### src/rtl/elastic_pipe.sv
// Valid/ready circular buffer of DEPTH entries with synchronous flush and an
// optional combinational ready pass-through when full.
module elastic_pipe #(
  parameter int unsigned WIDTH      = 64,
  parameter int unsigned DEPTH      = 2,
  parameter bit          READY_PASS = 1'b1
) (
  input  logic                         clk,
  input  logic                         rst,
  input  logic                         flush,
  input  logic                         i_valid,
  output logic                         i_ready,
  input  logic [WIDTH-1:0]             i_data,
  output logic                         o_valid,
  input  logic                         o_ready,
  output logic [WIDTH-1:0]             o_data,
  output logic [$clog2(DEPTH+1)-1:0]   count
);

  localparam int unsigned CW = $clog2(DEPTH + 1);
  localparam int unsigned PW = (DEPTH > 1) ? $clog2(DEPTH) : 1;
  localparam logic [CW-1:0] FULL = CW'(DEPTH);
  localparam logic [PW-1:0] LAST = PW'(DEPTH - 1);

  logic [WIDTH-1:0] mem [DEPTH];
  logic [PW-1:0]    wr_ptr;
  logic [PW-1:0]    rd_ptr;
  logic [CW-1:0]    cnt;
  logic             push;
  logic             pop;

  // Exact wrap so non-power-of-2 depths never index past the last entry.
  function automatic logic [PW-1:0] ptr_next(input logic [PW-1:0] p);
    return (p == LAST) ? '0 : p + PW'(1);
  endfunction

  always_comb begin
    o_valid = (cnt != '0) & ~flush;
    o_data  = mem[rd_ptr];
    i_ready = ~flush & ((cnt < FULL) | (READY_PASS & (cnt == FULL) & o_ready));
    push    = i_valid & i_ready;
    pop     = o_valid & o_ready;
    count   = cnt;
  end

  always_ff @(posedge clk) begin
    if (rst) begin
      cnt    <= '0;
      wr_ptr <= '0;
      rd_ptr <= '0;
      for (int unsigned i = 0; i < DEPTH; i++) begin
        mem[i] <= '0;
      end
    end else if (flush) begin
      cnt    <= '0;
      wr_ptr <= '0;
      rd_ptr <= '0;
    end else begin
      // When full with pass-through, wr_ptr == rd_ptr: the head is read this
      // cycle and its slot is overwritten at this edge.
      if (push) begin
        mem[wr_ptr] <= i_data;
        wr_ptr      <= ptr_next(wr_ptr);
      end
      if (pop) begin
        rd_ptr <= ptr_next(rd_ptr);
      end
      case ({push, pop})
        2'b10:   cnt <= cnt + CW'(1);
        2'b01:   cnt <= cnt - CW'(1);
        default: cnt <= cnt;
      endcase
    end
  end

endmodule

### config.mk
export PLATFORM = sky130hd
export DESIGN_NAME = elastic_pipe
export DESIGN_NICKNAME = d
export VERILOG_FILES = /design/src/rtl/elastic_pipe.sv
export SDC_FILE = /design/constraint.sdc
export NUM_CORES = 1
export LEC_CHECK = 0
export CAP_MARGIN = 20
export CORE_MARGIN = 5
export CORE_UTILIZATION = 30
export DETAILED_ROUTE_END_ITERATION = 6
export GPL_ROUTABILITY_DRIVEN = 0
export MAX_ROUTING_LAYER = met4
export PLACE_DENSITY = 0.51
export SYNTH_ARGS = -nofsm -noshare
export SYNTH_HDL_FRONTEND = slang
export SYNTH_SLANG_ARGS = --single-unit
### constraint.sdc
create_clock -name clk -period 3.54 [get_ports clk]
set_input_delay 0.354 -clock clk [delete_from_list [all_inputs] [get_ports clk]]
set_output_delay 0.354 -clock clk [all_outputs]
set_load 0.03 [all_outputs]
* After elaboration in Yosys (flattened, before gate mapping)
Memory sizes are Yosys's and may differ from the RTL's. A register that Yosys moved wholly into a read port is not among the register bits.
Cells that the tools add are included.
** Cells by class
- Mux-type cells :: 14
- Bitwise operators :: 7
- Reductions and logical operators :: 4
- $add $sub $neg :: 4
- Eq/ne operators :: 3
- Magnitude comparators :: 1
** Operator list (count)
- 64-bit 2-to-1 mux :: 1
- 64-bit OR reduction :: 1
- 1-bit 2-to-1 mux :: 12
- 1-bit AND :: 5
- 2-bit == test, second input constant :: 2
- 2-bit one-hot mux with 2 select lines :: 1
- 2-bit nonzero test :: 2
- 1-bit adder, second input constant :: 2
- 2-bit by 1-bit adder with 2-bit output, second input constant :: 1
- 2-bit by 1-bit == test with 1-bit output, second input constant :: 1
- 2-bit less-than comparator, second input constant :: 1
- 2-bit OR reduction :: 1
- 2-bit by 1-bit subtractor with 2-bit output, second input constant :: 1
- 1-bit NOT :: 1
- 1-bit bitwise OR :: 1
** Word-level totals
- Register bits :: 4
- Input port bits :: 69
- Memories kept :: 1
- Bits in writable memories :: 128
- Output and inout port bits :: 68
** Memories
- mem :: depth 2, bits a word 64, read ports 1, clocked after memory_dff 1, wr ports 2, RTL line 25 : logic [WIDTH-1:0] mem [DEPTH];

* Longest topological paths before layout
- Word-level depth :: 11
- Gate-level depth with buffers :: 7
- Depth with buffers taken out :: 7

* Worst setup path after synthesis
No wires, ideal clock.
- Kind :: register -> register
- Start point :: register cnt[0] (netlist: count[0])
- End point :: memory mem[0][0], enable pin
- Path buffers :: 1
- Period minus slack after synthesis :: 3019 ps
- Library setup time :: 433 ps
- Slack :: 521 ps
- Cell stages (with the launch flop) :: 5
- Arrival time :: 2586 ps
- Path through :: dfxtp_1 -> nand2b_4 -> a211o_1 -> buf_4 -> nand2b_1
** RTL lines
- start: declaration :: RTL line 28 : logic [CW-1:0] cnt;
- start signal: assignment :: RTL line 69 : 2'b10: cnt <= cnt + CW'(1);
- start signal: assignment :: RTL line 70 : 2'b01: cnt <= cnt - CW'(1);
- start signal: assignment :: RTL line 71 : default: cnt <= cnt;
- end: declaration :: RTL line 25

==> impl_metrics.tcl <==
set metrics [dict create \
    status "complete, no violations" \
    postRouteAntennaNets 0 \
    port-buffer-count 136 \
    power_mw 3.77 \
    hold_buffers 0 \
    antenna_found_initial 1 \
    period_share_pct 79.0 \
    drive_gt1_share_pct 16.5 \
    yosysWarningCount 0 \
    hold_violations 0 \
    cts_buffers 17 \
    crit_type "register to output pin" \
    yosys-top-cells-area "edfxtp_1, mux2_2, nor2_1, nand2b_1, buf_6" \
    insertion_delay_ps 410 \
    area_growth_pct 34.8 \
    r2r_end "mem[1][49]" \
    setup_ws_ps 743 \
    synth_top_area_cell "edfxtp_1" \
    num_vias 3736 \
    grt_pass1_vias 4016 \
    arrival_ps 2440 \
    pin_count 137 \
    n_fill_cell 1868 \
    slew_viol_final 0 \
    ys_seq_area_share_pct 66.6 \
    syn_nets 514 \
    synth_seq_cells 133 \
    relSlewSlack_pct 38.7 \
    drtIter0Drc 210 \
    die_h_um 151 \
    routed_via_density 4.37 \
    cp_slowest_stage_delay_ps 930 \
    fmax_mhz 358 \
    reg2reg_depth 4 \
    tns_ps 0 \
    finalNetCount 646 \
    post-place-ws_ps 1080 \
    drt_pass1_iterations 4 \
    grt_max_degree 65 \
    rows 51 \
    synthArstFlopShare_pct 0 \
    synth.most_common_cell "nor2_1" \
    tightest_slew_ps 920 \
    hold_end "count[0]" \
    setup_violations 0 \
    wirelength_um 13700 \
    start_util_pct 30.4 \
    fin_crit_ps 2800 \
    critPathRequiredTime_ps 3190 \
    yosysUniqueCellTypes 25 \
    hold_class "primary input to register" \
    grt_overflow 0 \
    drcViolationCount 0 \
    p_leak_nw 2.81 \
    crit_fanout 64 \
    cts-resized-gates 0 \
    wl_per_cell_um 16.1 \
    synthCells 444 \
    grt_usage_pct 12.7 \
    regToRegStartpoint "count[0]" \
    hold_path.startpoint "rst" \
    max_cap_viol_count 0 \
    synth_flop_cell "edfxtp_1" \
    hold_depth 2 \
    netlist_area_um2 5920 \
    synth_edf_count 128 \
    grt_pass1_wl_um 20900 \
    cts_tree "yes" \
    rsz0062_at_grt "no" \
    core_area_um2 19500 \
    dieArea_um2 22700 \
    r2r_slack_ps 1610 \
    crit_slowest_cell "dfxtp_4" \
    cp-end-kind "output pin" \
    clockBufferDepth 2 \
    clk_pin_slew_ps 60 \
    start_kind "register" \
    yosys.area.top_type_share_pct 64.9 \
    synth_area_per_cell_um2 13.3 \
    power_density_nw_per_um2 473 \
    synth_common_cells "nor2_1, edfxtp_1, nand2b_1" \
    irDropWorstVdd_mv 0.329 \
    numClockSinks 133 \
    cts_setup_buffers 0 \
    root_buffer "clkbuf_16" \
    fin_worst_skew_ps 9.04 \
    hpwl_um 8410 \
    worstPathCellList "mux2_2 > clkdlybuf4s50_1" \
    htreeDepth 4 \
    final_core_util_pct 41.0 \
    dieWidth_um 151 \
]
[cell type report]
type                            count  area, µm²  share of cell area (%)
Multi-Input combinational cell    281       1790                    22.5
Inverter                            2       7.51                  0.0940
Clock inverter                      9       40.0                   0.501
Sequential cell                   133       3950                    49.4
Tap cell                          265        332                    4.15
Clock buffer                       21        440                    5.52
Timing Repair Buffer              141       1420                    17.8
Antenna cell                        2       5.00                  0.0627
[cells in the final DEF, fill, tap and decap left out, types with 4 or more instances in the layout]
cell	count
dfxtp_1	4
clkbuf_16	17
edfxtp_1	128
clkinv_1	6
clkdlybuf4s50_1	135
clkbuf_1	4
nand2b_1	65
mux2_2	64
nor2_1	129
[worst max path at each step]
| stage | endpoint | slack [ps] | depth (start not counted) |
|---|---|---|---|
| after floorplan | mem[0][0] | 520 | 4 |
| after global placement | mem[1][42] | 1080 | 5 |
| after detailed placement | mem[1][43] | 1080 | 5 |
| after CTS | o_data[59] | 680 | 2 |
| after global routing | o_data[3] | 640 | 2 |
| final | o_data[1] | 740 | 2 |
[per-layer routing]
layer / vias to the layer above / global-route usage [%] / wire, µm
met3: 14 / 3.79 / 838
li1: 1802 / - / -
met4: 0 / 4.80 / 199
met2: 108 / 20.4 / 6520
met5: - / - / 0
met1: 1812 / 15.3 / 6150
[power breakdown]
part           internal, mW  total [mW]  switching, mW
Combinational         0.226       0.489          0.263
Clock                 0.866        1.45          0.589
Sequential             1.81        1.83         0.0204
[stage by stage]
stage,std cells,instance area (µm²),hold WS (ps)
4_1_cts,852,7980,462
5_1_grt,853,7980,507
6_report,854,7980,464
2_1_floorplan,444,5920,433
3_3_place_gp,822,7500,456
3_5_place_dp,822,7500,470
[critical path, delay by kind of cell, from the launching register on]
family | cells | cell delay [ps]
buffers and inverters | 1 | 610
DFF | 1 | 930
muxes | 1 | 440
[state kept, by name (all words and copies together) (netlist names), named ones only]
name and flops:
mem 128, count 2, rd_ptr 1, wr_ptr 1
[kinds of logic after synthesis]
group,after synthesis,synth area share (%)
xor gates and xnor gates,2,0.296
AOI/OAI and AO/OA,9,1.01
DFF,133,66.6
muxes,65,12.3
and+or+nand+nor,204,16.1
adders and majority gates,1,0.211
buffers and inverters,30,3.42
Power figures use the tool's default switching activity.
